--- config.mk ---
export PLATFORM = sky130hd
export DESIGN_NAME = mem_arb2
export DESIGN_NICKNAME = d
export VERILOG_FILES = /design/src/rtl/mem_arb2.sv
export SDC_FILE = /design/constraint.sdc
export NUM_CORES = 1
export LEC_CHECK = 0
export BUFFER_PORTS_ARGS = -buffer_cell sky130_fd_sc_hd__buf_4
export CORE_AREA = 2 2 126 128
export CTS_CLUSTER_DIAMETER = 200
export DETAILED_ROUTE_END_ITERATION = 6
export DIE_AREA = 0 0 128 130
export GPL_TIMING_DRIVEN = 0
export SLEW_MARGIN = 40
export SYNTH_ARGS = -nofsm -noshare
export SYNTH_HDL_FRONTEND = slang
export SYNTH_SLANG_ARGS = --single-unit
export TNS_END_PERCENT = 30
--- constraint.sdc ---
create_clock -name clock -period 3.7 [get_ports clock]
set_clock_uncertainty 0.05 [all_clocks]
set_input_delay 0.37 -clock clock [delete_from_list [all_inputs] [get_ports clock]]
set_output_delay 0.37 -clock clock [all_outputs]
set_load 0.01 [all_outputs]
--- src/rtl/mem_arb2.sv ---
`default_nettype none
// +--------------------------------------------------------------------------+
// | mem_arb2 : two-master SRAM request arbiter with in-order read routing.   |
// | Define MEM_ARB2_ROUNDROBIN_EN for round-robin ties (default: m0 wins).   |
// | Revision : 1.0                                                           |
// +--------------------------------------------------------------------------+
module mem_arb2 #(
  parameter int RDQ_LOG2 = 2
) (
  input  logic        clock,
  input  logic        rst_n,
  input  logic [29:0] m0_address,
  input  logic        m0_read,
  input  logic        m0_write,
  input  logic [31:0] m0_writedata,
  input  logic [3:0]  m0_writedatamask,
  input  logic [1:0]  m0_id,
  output logic        m0_waitrequest,
  output logic [31:0] m0_readdata,
  output logic [1:0]  m0_readdataid,
  output logic        m0_readdatavalid,
  input  logic [29:0] m1_address,
  input  logic        m1_read,
  input  logic        m1_write,
  input  logic [31:0] m1_writedata,
  input  logic [3:0]  m1_writedatamask,
  input  logic [1:0]  m1_id,
  output logic        m1_waitrequest,
  output logic [31:0] m1_readdata,
  output logic [1:0]  m1_readdataid,
  output logic        m1_readdatavalid,
  output logic [29:0] s_address,
  output logic        s_read,
  output logic        s_write,
  output logic [31:0] s_writedata,
  output logic [3:0]  s_writedatamask,
  output logic [1:0]  s_id,
  input  logic        s_waitrequest,
  input  logic [31:0] s_readdata,
  input  logic [1:0]  s_readdataid,
  input  logic        s_readdatavalid,
  output logic        rdq_err
);

  localparam int               c_DEPTH   = 1 << RDQ_LOG2;
  localparam logic [0:0]       c_IDLE    = 1'b0;
  localparam logic [0:0]       c_LOCKED  = 1'b1;
  localparam logic [RDQ_LOG2:0] c_PTR_ONE = {{RDQ_LOG2{1'b0}}, 1'b1};

  logic [0:0]        r_state;
  logic              r_owner;
  logic [RDQ_LOG2:0] r_wptr;
  logic [RDQ_LOG2:0] r_rptr;
  logic              r_rdq [c_DEPTH];
  logic              r_rdq_err;

  logic w_full, w_empty, w_elig0, w_elig1, w_tie_gnt;
  logic w_gnt, w_gnt_vld, w_sel_read, w_sel_write;
  logic w_accept, w_push, w_pop, w_head;

  // Full is judged on registered pointers, so a same-cycle pop cannot unblock a read.
  assign w_full  = (r_wptr[RDQ_LOG2] != r_rptr[RDQ_LOG2]) &&
                   (r_wptr[RDQ_LOG2-1:0] == r_rptr[RDQ_LOG2-1:0]);
  assign w_empty = (r_wptr == r_rptr);

  assign w_elig0 = m0_write | (m0_read & ~w_full);
  assign w_elig1 = m1_write | (m1_read & ~w_full);

`ifdef MEM_ARB2_ROUNDROBIN_EN
  logic r_last;
  assign w_tie_gnt = ~r_last;
`else
  assign w_tie_gnt = 1'b0;
`endif

  always_comb begin
    w_gnt     = 1'b0;
    w_gnt_vld = 1'b0;
    if (r_state == c_LOCKED) begin
      w_gnt     = r_owner;
      w_gnt_vld = r_owner ? w_elig1 : w_elig0;
    end else if (w_elig0 && w_elig1) begin
      w_gnt     = w_tie_gnt;
      w_gnt_vld = 1'b1;
    end else if (w_elig1) begin
      w_gnt     = 1'b1;
      w_gnt_vld = 1'b1;
    end else if (w_elig0) begin
      w_gnt     = 1'b0;
      w_gnt_vld = 1'b1;
    end
  end

  assign w_sel_read      = w_gnt ? m1_read  : m0_read;
  assign w_sel_write     = w_gnt ? m1_write : m0_write;
  assign s_address       = w_gnt ? m1_address       : m0_address;
  assign s_writedata     = w_gnt ? m1_writedata     : m0_writedata;
  assign s_writedatamask = w_gnt ? m1_writedatamask : m0_writedatamask;
  assign s_id            = w_gnt ? m1_id            : m0_id;
  assign s_read          = w_gnt_vld & w_sel_read & ~w_full;
  assign s_write         = w_gnt_vld & w_sel_write;

  assign m0_waitrequest  = (w_gnt_vld && !w_gnt) ? s_waitrequest : 1'b1;
  assign m1_waitrequest  = (w_gnt_vld &&  w_gnt) ? s_waitrequest : 1'b1;

  assign w_accept = w_gnt_vld & ~s_waitrequest;
  assign w_push   = s_read & ~s_waitrequest;
  assign w_pop    = s_readdatavalid & ~w_empty;
  assign w_head   = r_rdq[r_rptr[RDQ_LOG2-1:0]];

  assign m0_readdatavalid = w_pop & ~w_head;
  assign m1_readdatavalid = w_pop &  w_head;
  assign m0_readdata      = s_readdata;
  assign m1_readdata      = s_readdata;
  assign m0_readdataid    = s_readdataid;
  assign m1_readdataid    = s_readdataid;
  assign rdq_err          = r_rdq_err;

  always_ff @(posedge clock or negedge rst_n) begin
    if (!rst_n) begin
      r_state   <= c_IDLE;
      r_owner   <= 1'b0;
      r_wptr    <= '0;
      r_rptr    <= '0;
      r_rdq_err <= 1'b0;
    end else begin
      case (r_state)
        c_IDLE: begin
          if (w_gnt_vld && s_waitrequest) begin
            r_state <= c_LOCKED;
            r_owner <= w_gnt;
          end
        end
        c_LOCKED: begin
          if (!s_waitrequest) r_state <= c_IDLE;
        end
        default: r_state <= c_IDLE;
      endcase
      if (w_push) r_wptr <= r_wptr + c_PTR_ONE;
      if (w_pop)  r_rptr <= r_rptr + c_PTR_ONE;
      if (s_readdatavalid && w_empty) r_rdq_err <= 1'b1;
    end
  end

`ifdef MEM_ARB2_ROUNDROBIN_EN
  always_ff @(posedge clock or negedge rst_n) begin
    if (!rst_n) r_last <= 1'b1;
    else if (w_accept) r_last <= w_gnt;
  end
`else
  logic w_accept_unused;
  assign w_accept_unused = w_accept;
`endif

  // Tracking slots hold only the issuing master; validity comes from the pointers.
  always_ff @(posedge clock) begin
    if (w_push) r_rdq[r_wptr[RDQ_LOG2-1:0]] <= w_gnt;
  end

endmodule
`default_nettype wire

==> results of run 1 <==
## Yosys cell counts (all sizes together)
cell,instances
inv,5
nand2b,1
nor2b,2
clkbuf,2
ha,5
or3,1
buf,75
mux4,1
nor3,1
nand3,1
mux2,70
o31ai,2
nor3b,1
a41o,1
xor2,5
o211ai,1
nor2,7
xnor2,5
o41a,1
a21oi,3
nor4b,2
dfrtp,9
o21ai,4
and2,4
edfxtp,4
a211oi,2
o311ai,2
a22o,1
o31a,1
o22a,1
a41oi,1
o41ai,1
nand2,3
## final cells by class
| type | count | share of cell area (%) |
|---|---|---|
| Tap cell | 192 | 5.131 |
| Clock inverter | 1 | 0.1069 |
| Buffer | 77 | 12.08 |
| Multi-Input combinational cell | 130 | 27.39 |
| Inverter | 5 | 0.4009 |
| Timing Repair Buffer | 286 | 45.91 |
| Sequential cell | 13 | 7.376 |
| Clock buffer | 3 | 1.603 |
## registers in the layout, summed over array words and instances, names as in the netlist
register,cells
rdq_err,1
r_rptr,3
r_wptr,3
r_owner,1
r_rdq,4
r_state,1
## cells by family after synthesis
family | Yosys count
buf+inv | 82
flops | 13
fa+ha+maj | 5
compound gates | 21
simple gates | 23
xor+xnor | 10
mux | 71
## per-layer routing
metal,vias to the layer above,share of wire [%],GRT usage (%)
li1,1305,-,-
met1,1171,37,11.92
met2,143,55,20.01
met3,2,7.3,1.763
met4,0,0.52,1.357
met5,-,0,0
## worst register-to-register path, stage by stage (launching register included)
cell      delay (ps)
dfrtp_1          450
xor2_1           260
o311ai_1         300
nand3_1          370
buf_6            290
buf_6            170
## where the power goes
part           switching (mW)  leakage (nW)  internal [mW]
logic                   0.617          2.22          0.770
registers              0.0662         0.140          0.204
clock network          0.0579        0.0409          0.144
## stage by stage
stage               std cells  cell area [um^2]  hold slack [ps]
global placement          702              4587            159.7
finish                    707              4682            344.9
global route              707              4682            347.4
detailed placement        702              4587            158.7
CTS                       707              4677            333.9
floorplan                 225              2207            24.41
## worst max path at each step
| stage | startpoint | to | depth (start not counted) |
|---|---|---|---|
| after global routing | r_wptr[1] | s_writedata[16] | 7 |
| final | r_rptr[2] | s_writedata[16] | 7 |
| after detailed placement | r_rptr[2] | s_writedata[14] | 7 |
| after global placement | r_rptr[2] | s_address[21] | 6 |
| after floorplan | r_rptr[1] | s_writedata[13] | 6 |
| after CTS | r_rptr[1] | s_writedata[14] | 7 |
==> reports/qor.yml, run 1 <==
power:
  peakVddDrop_mv: 0.2178
  p_leak_nw: 2.405
  power_density_nw_per_um2: 396.9
  power_mw: 1.858
clock_network:
  cts_root_buf: "clkbuf_16"
  cts_sinks: 13
  post_cts_resized: 0
  tritoncts: "built"
  cts_hold_buf: 1
  clk_pin_slew_worst_paths_ps: 40
  cts_buffers: 3
  htreeDepth: 1
  postCtsSetupBuffers: 0
  insertion_delay_ps: 240
  clock_path_buffers: 2
critical_path:
  crit_top_cell: "buf_6"
  rr_endpoint: "r_rdq[1]"
  reg2reg_depth: 5
  r2r_start: "r_rptr[1]"
  worstPathArrival_ps: 2520
  path_buf_inv: 3
  timing.critical_path.to_type: "output pin"
  critPathSlowestCell: "xnor2_1"
  rrSetupSlack_ps: 1570
  cp.required_ps: 3280
  crit_chain: "xnor2_1 > o311ai_1 > nand3_1 > buf_6 > buf_6 > mux2_4 > buf_4"
  cp-start-kind: "register"
  path_class: "reg2out"
  slowest_delay_ps: 460
  crit_fanout: 13
  cp_top_family: "buffers and inverters"
place:
  io_buffers: 285
  place_ws_ps: 934.4
  dp_hpwl_um: 8834
  place_congestion: 0.7536
drt:
  vias_per_cell: 3.707
  firstDrtPassIters: 3
  vias: 2621
  wire_per_inst_um: 13.89
  remaining_drc_errors: 0
  ant_nets: 0
  drt_first_iter_violations: 58
  drt_wl_total_um: 9818
synthesis:
  synth_fp_nets: 408
  synth-adder-area-share_pct: 2.834
  yosys.area.top_type_share_pct: 31.12
  synth_top_family_by_area: "multiplexers"
  synth.distinct_cells: 38
  seq_area_frac_synth_pct: 15.65
  synthMuxAreaShare_pct: 38.27
  synth_compound_area_share_pct: 7.256
  yosys.area_share.simple_pct: 5.556
  syn_inst: 225
  synth_area_leader_cell: "mux2_2"
  synth_area_um2: 2207
  yosys_warnings: 0
  avgSynthCellArea_um2: 9.809
  synth_area_leaders: "mux2_2 (31%), buf_4 (23%), dfrtp_1 (10%), mux2_4 (6.1%), edfxtp_1 (5.4%)"
  synth_xor_area_share_pct: 3.968
  synth-seq-cells: 13
floorplanning:
  core-area_um2: 15420
  die_area_um2: 16640
  die_w_um: 128
  row_count: 46
  start_util_pct: 14.31
  io_pins: 321
  die_h_um: 130
timing:
  rsz0062_at_grt: "no"
  hold_violations: 0
  tns_ps: 0
  tightest_slew_ps: 625.3
  period_share_pct: 79.51
  min_period_ps: 2942
  drv_slew: 0
  setup_viol: 0
  max_freq_ghz: 0.3399
  slew_headroom_pct: 57.99
  fin_ws_ps: 758.2
global_route:
  globalRouteTotalUtil_pct: 10.23
  grt_first_pass_wirelength_um: 13230
  antenna_found_initial: 0
  grt_pass1_vias: 2475
  grt_max_degree: 14
  overflow: 0
run_status:
  status: "complete, no violations"
cells_and_area:
  final_nets: 699
  layout-drive-gt1-share_pct: 84.85
  fillerInstances: 1635
  antenna_cells: 0
  multi_input_area_um2: 1282
  mostFrequentLayoutCells: "buf_4 (353), mux2_2 (61), mux2_4 (9), dfrtp_1 (9), nor2_1 (7)"
  area_growth_pct: 112.1
  seqCellArea_um2: 345.3
  fin_util_pct: 30.35
  layout_commonest_cell: "buf_4"
hold_path:
  hold_end: "rdq_err"
  hold_depth: 2
  hold_path.class: "in2reg"
  holdCritStartpoint: "s_readdatavalid"
run:
  cap_violations: 0
No activity file was read; power rests on OpenSTA's default activity.
==> run 2, diff against run 1 <==
--- a/config.mk
+++ b/config.mk
@@ -5,11 +5,12 @@
 export SDC_FILE = /design/constraint.sdc
 export NUM_CORES = 1
 export LEC_CHECK = 0
+export ABC_AREA = 1
 export BUFFER_PORTS_ARGS = -buffer_cell sky130_fd_sc_hd__buf_4
-export CORE_AREA = 2 2 126 128
+export CORE_AREA = 2 2 124 126
 export CTS_CLUSTER_DIAMETER = 200
 export DETAILED_ROUTE_END_ITERATION = 6
-export DIE_AREA = 0 0 128 130
+export DIE_AREA = 0 0 126 128
 export GPL_TIMING_DRIVEN = 0
 export SLEW_MARGIN = 40
 export SYNTH_ARGS = -nofsm -noshare
==> constraint.sdc (replaced) <==
create_clock -name clock -period 2.8 [get_ports clock]
set_clock_uncertainty 0.05 [all_clocks]
set_input_delay 0.28 -clock clock [delete_from_list [all_inputs] [get_ports clock]]
set_output_delay 0.28 -clock clock [all_outputs]
set_load 0.01 [all_outputs]
==> reports/qor.yml, run 2 <==
timing:
  drv_slew: 0  # unchanged
  period_share_pct: 90.54
  rsz0062_at_grt: "no"
  tns_ps: 0  # unchanged
  hold_violations: 0  # unchanged
  max_freq_ghz: 0.3945
  tightest_slew_ps: 278.5  # -346.8 ps
  slew_headroom_pct: 81.37  # +23 points
  min_period_ps: 2535
  setup_viol: 0  # unchanged
clock_network:
  htreeDepth: 1  # unchanged
  clk_pin_slew_worst_paths_ps: 50  # about the same
  cts_sinks: 13  # unchanged
  clock_path_buffers: 2  # unchanged
  insertion_delay_ps: 250  # about the same
  tritoncts: "built"
  cts_buffers: 3  # unchanged
  postCtsSetupBuffers: 0  # unchanged
  cts_root_buf: "clkbuf_16"
floorplanning:
  die_w_um: 126  # -1.6%
  io_pins: 321  # unchanged
  row_count: 45  # -2.2%
  core-area_um2: 14860  # -3.6%
  start_util_pct: 14.48  # +0.17 points
  die_area_um2: 16130  # -3.1%
  die_h_um: 128  # -1.5%
place:
  dp_hpwl_um: 8610  # -2.5%
  io_buffers: 286  # +0.35%
  placed_cells: 860  # +23%
  place_congestion: 0.7510  # -0.35%
global_route:
  antenna_found_initial: 0  # unchanged
  globalRouteTotalUtil_pct: 10.79  # +0.56 points
  overflow: 0  # unchanged
  grt_first_pass_wirelength_um: 14360  # +8.6%
  grt_max_degree: 14  # unchanged
  grt_pass1_vias: 2981  # +20%
cells_and_area:
  largest_register_ff_count: 4  # unchanged
  area_growth_pct: 115.2
  stdcell_count: 865  # +22%
  layout-drive-gt1-share_pct: 56.13  # -29 points
  final_nets: 861  # +23%
  antenna_cells: 0  # unchanged
  mostFrequentLayoutCells: "buf_4 (355), nand2_1 (233), inv_1 (18)"
  layout_commonest_cell: "buf_4"
synthesis:
  synth_area_leader_cell: "nand2_1"
  synth_top_flop_cell: "dfrtp_1"
  synth_area_um2: 2152  # -2.5%
  yosys_warnings: 0  # unchanged
  synth_common_cells: "nand2_1 (233), buf_4 (69), inv_1 (18), buf_2 (11), dfrtp_1 (9)"
  synth.distinct_cells: 22  # -42%
  async_flop_share_pct: 69.23  # unchanged
  yosys.area.top_type_share_pct: 40.64  # +9.5 points
  synthMostInstantiatedCell: "nand2_1"
  synth-seq-cells: 13  # unchanged
  synth_fp_nets: 569  # +39%
  seq_area_frac_synth_pct: 16.05  # +0.40 points
  synth_edf_count: 4  # unchanged
  synth_area_leaders: "nand2_1 (41%), buf_4 (24%), dfrtp_1 (10%), edfxtp_1 (5.6%), inv_1 (3.1%)"
  syn_inst: 386  # +72%
  avgSynthCellArea_um2: 5.575  # -43%
power:
  p_leak_nw: 2.830  # +18%
  p_clk_share_pct: 9.9  # -0.9 points
  netSwitchingFraction_pct: 46.35  # +6.5 points
  switching_power_mw: 1.302  # +76%
  peakVddDrop_mv: 0.2476  # +14%
  pwr-share-comb_pct: 78.0  # +3.4 points
  power_density_nw_per_um2: 606.3  # +53%
  pwr-share-seq_pct: 12.2  # -2.4 points
  internal_power_mw: 1.507  # +35%
hold_path:
  holdCritStartpoint: "s_readdatavalid"
  hold_path.class: "in2reg"
  hold_end: "rdq_err"
  hold_depth: 3  # +1
critical_path:
  crit_top_cell: "nand2_1"
  r2r_start: "r_wptr[1]"
  cp-start-kind: "register"
  slowest_delay_ps: 420  # -40 ps
  path_buf_inv: 4  # +1
  reg2reg_depth: 11  # +6
  rr_endpoint: "r_rdq[1]"
  cp.required_ps: 2470  # -810 ps
  cp_top_family: "simple AND/OR/NAND/NOR gates"
  timing.critical_path.to_type: "output pin"
  worstPathArrival_ps: 2210  # -310 ps
  crit_chain: "inv_1 > nand2_1 > nand2_1 > nand3_2 > nand2_1 > nand2_1 > nand2_1 > nand2_2 > inv_4 > buf_2 > nand2_1 > nand2_1 > buf_4"
  rrSetupSlack_ps: 690  # -880 ps
  crit_fanout: 10  # -3
  critPathSlowestCell: "dfrtp_1"
  path_class: "reg2out"
drt:
  vias_per_cell: 3.716  # +0.23%
  firstDrtPassIters: 4  # +1
  drt_first_iter_violations: 89  # +53%
  drt_wl_total_um: 9718  # -1.0%
  remaining_drc_errors: 0  # unchanged
  ant_nets: 0  # unchanged
  vias: 3214  # +23%
  wire_per_inst_um: 11.23  # -19%
run:
  cap_violations: 0  # unchanged
run_status:
  status: "complete, no violations"
==> run 2: worst register-to-register path, cell delays in order (launching register included) <==
cell and delay (ps):
dfrtp_1 420, inv_1 120, nand2_1 60, nand2_1 90, nand3_2 120, a21oi_1 140
nand2_1 70, nand2_2 230, nand3_1 150, nand2_2 140, nand2_2 110, nor2_1 130
==> run 2: area by class of cell <==
type                       count  area (um^2)
multi-input combinational    271         1136
fill                        1674        10230
timing repair buffer         287         2157
tap                          188        235.2
clock inverter                 1        5.005
inverter                      20        77.57
buffer                        82        600.6
sequential                    13        345.3
clock buffer                   3        75.07
==> run 2: kinds of logic (layout without fill, tap and decap cells) <==
kind of cell / count (synthesis) / count (layout) / synth area share (%)
and+or+nand+nor: 254 / 254 / 45.64
buffers and inverters: 102 / 393 / 31.16
DFF: 13 / 13 / 16.05
AOI/OAI and AO/OA: 8 / 8 / 2.268
adders and majority gates: 5 / 5 / 2.907
xor gates and xnor gates: 4 / 4 / 1.977
==> run 2: metrics by stage <==
step                power, mW  utilization (%)  cell area (um^2)  setup slack, ps  hold slack, ps
floorplan               1.481                -              2152            975.9          -65.59
global placement        2.561            30.51              4534            407.6           61.19
detailed placement      2.564            30.51              4534            402.1           63.30
CTS                     2.850            31.11              4624            126.4           241.1
global route            3.095            31.16              4632            7.135           273.7
finish                  2.808            31.16              4632            265.0           243.2
==> run 2: how the worst max path moves through the flow <==
stage	startpoint	to	slack [ps]	cells past startpoint
finish	r_wptr[1]	s_address[3]	260	13
global route	r_wptr[1]	s_writedata[13]	7	14
CTS	r_wptr[1]	s_writedata[0]	130	13
detailed placement	r_wptr[1]	s_writedata[0]	400	13
global placement	r_wptr[1]	s_writedata[5]	410	13
floorplan	r_wptr[1]	s_write	980	13
==> run 2: repair_timing <==
| action | 4_1_cts | 5_1_grt |
|---|---|---|
| gates resized for setup | 0 | 3 |
| hold buffers | 1 | 0 |
| endpoints found under the hold margin | 9 | 0 |
| setup endpoints to repair | 0 | 20 |
==> run 2: routing by layer <==
metal	routed length [um]	GRT usage, %
met1	3872	13.61
met2	5022	19.86
met3	783	1.753
met4	40	1.293
met5	0	0
==> run 2: power by group through the flow <==
| stage | clock network [mW] | registers, mW | logic [mW] |
|---|---|---|---|
| detailed placement | 0 | 0.345 | 2.22 |
| CTS | 0.280 | 0.343 | 2.23 |
| global placement | 0 | 0.345 | 2.22 |
| finish | 0.277 | 0.342 | 2.19 |
| floorplan | 0 | 0.331 | 1.15 |
| global route | 0.289 | 0.353 | 2.45 |
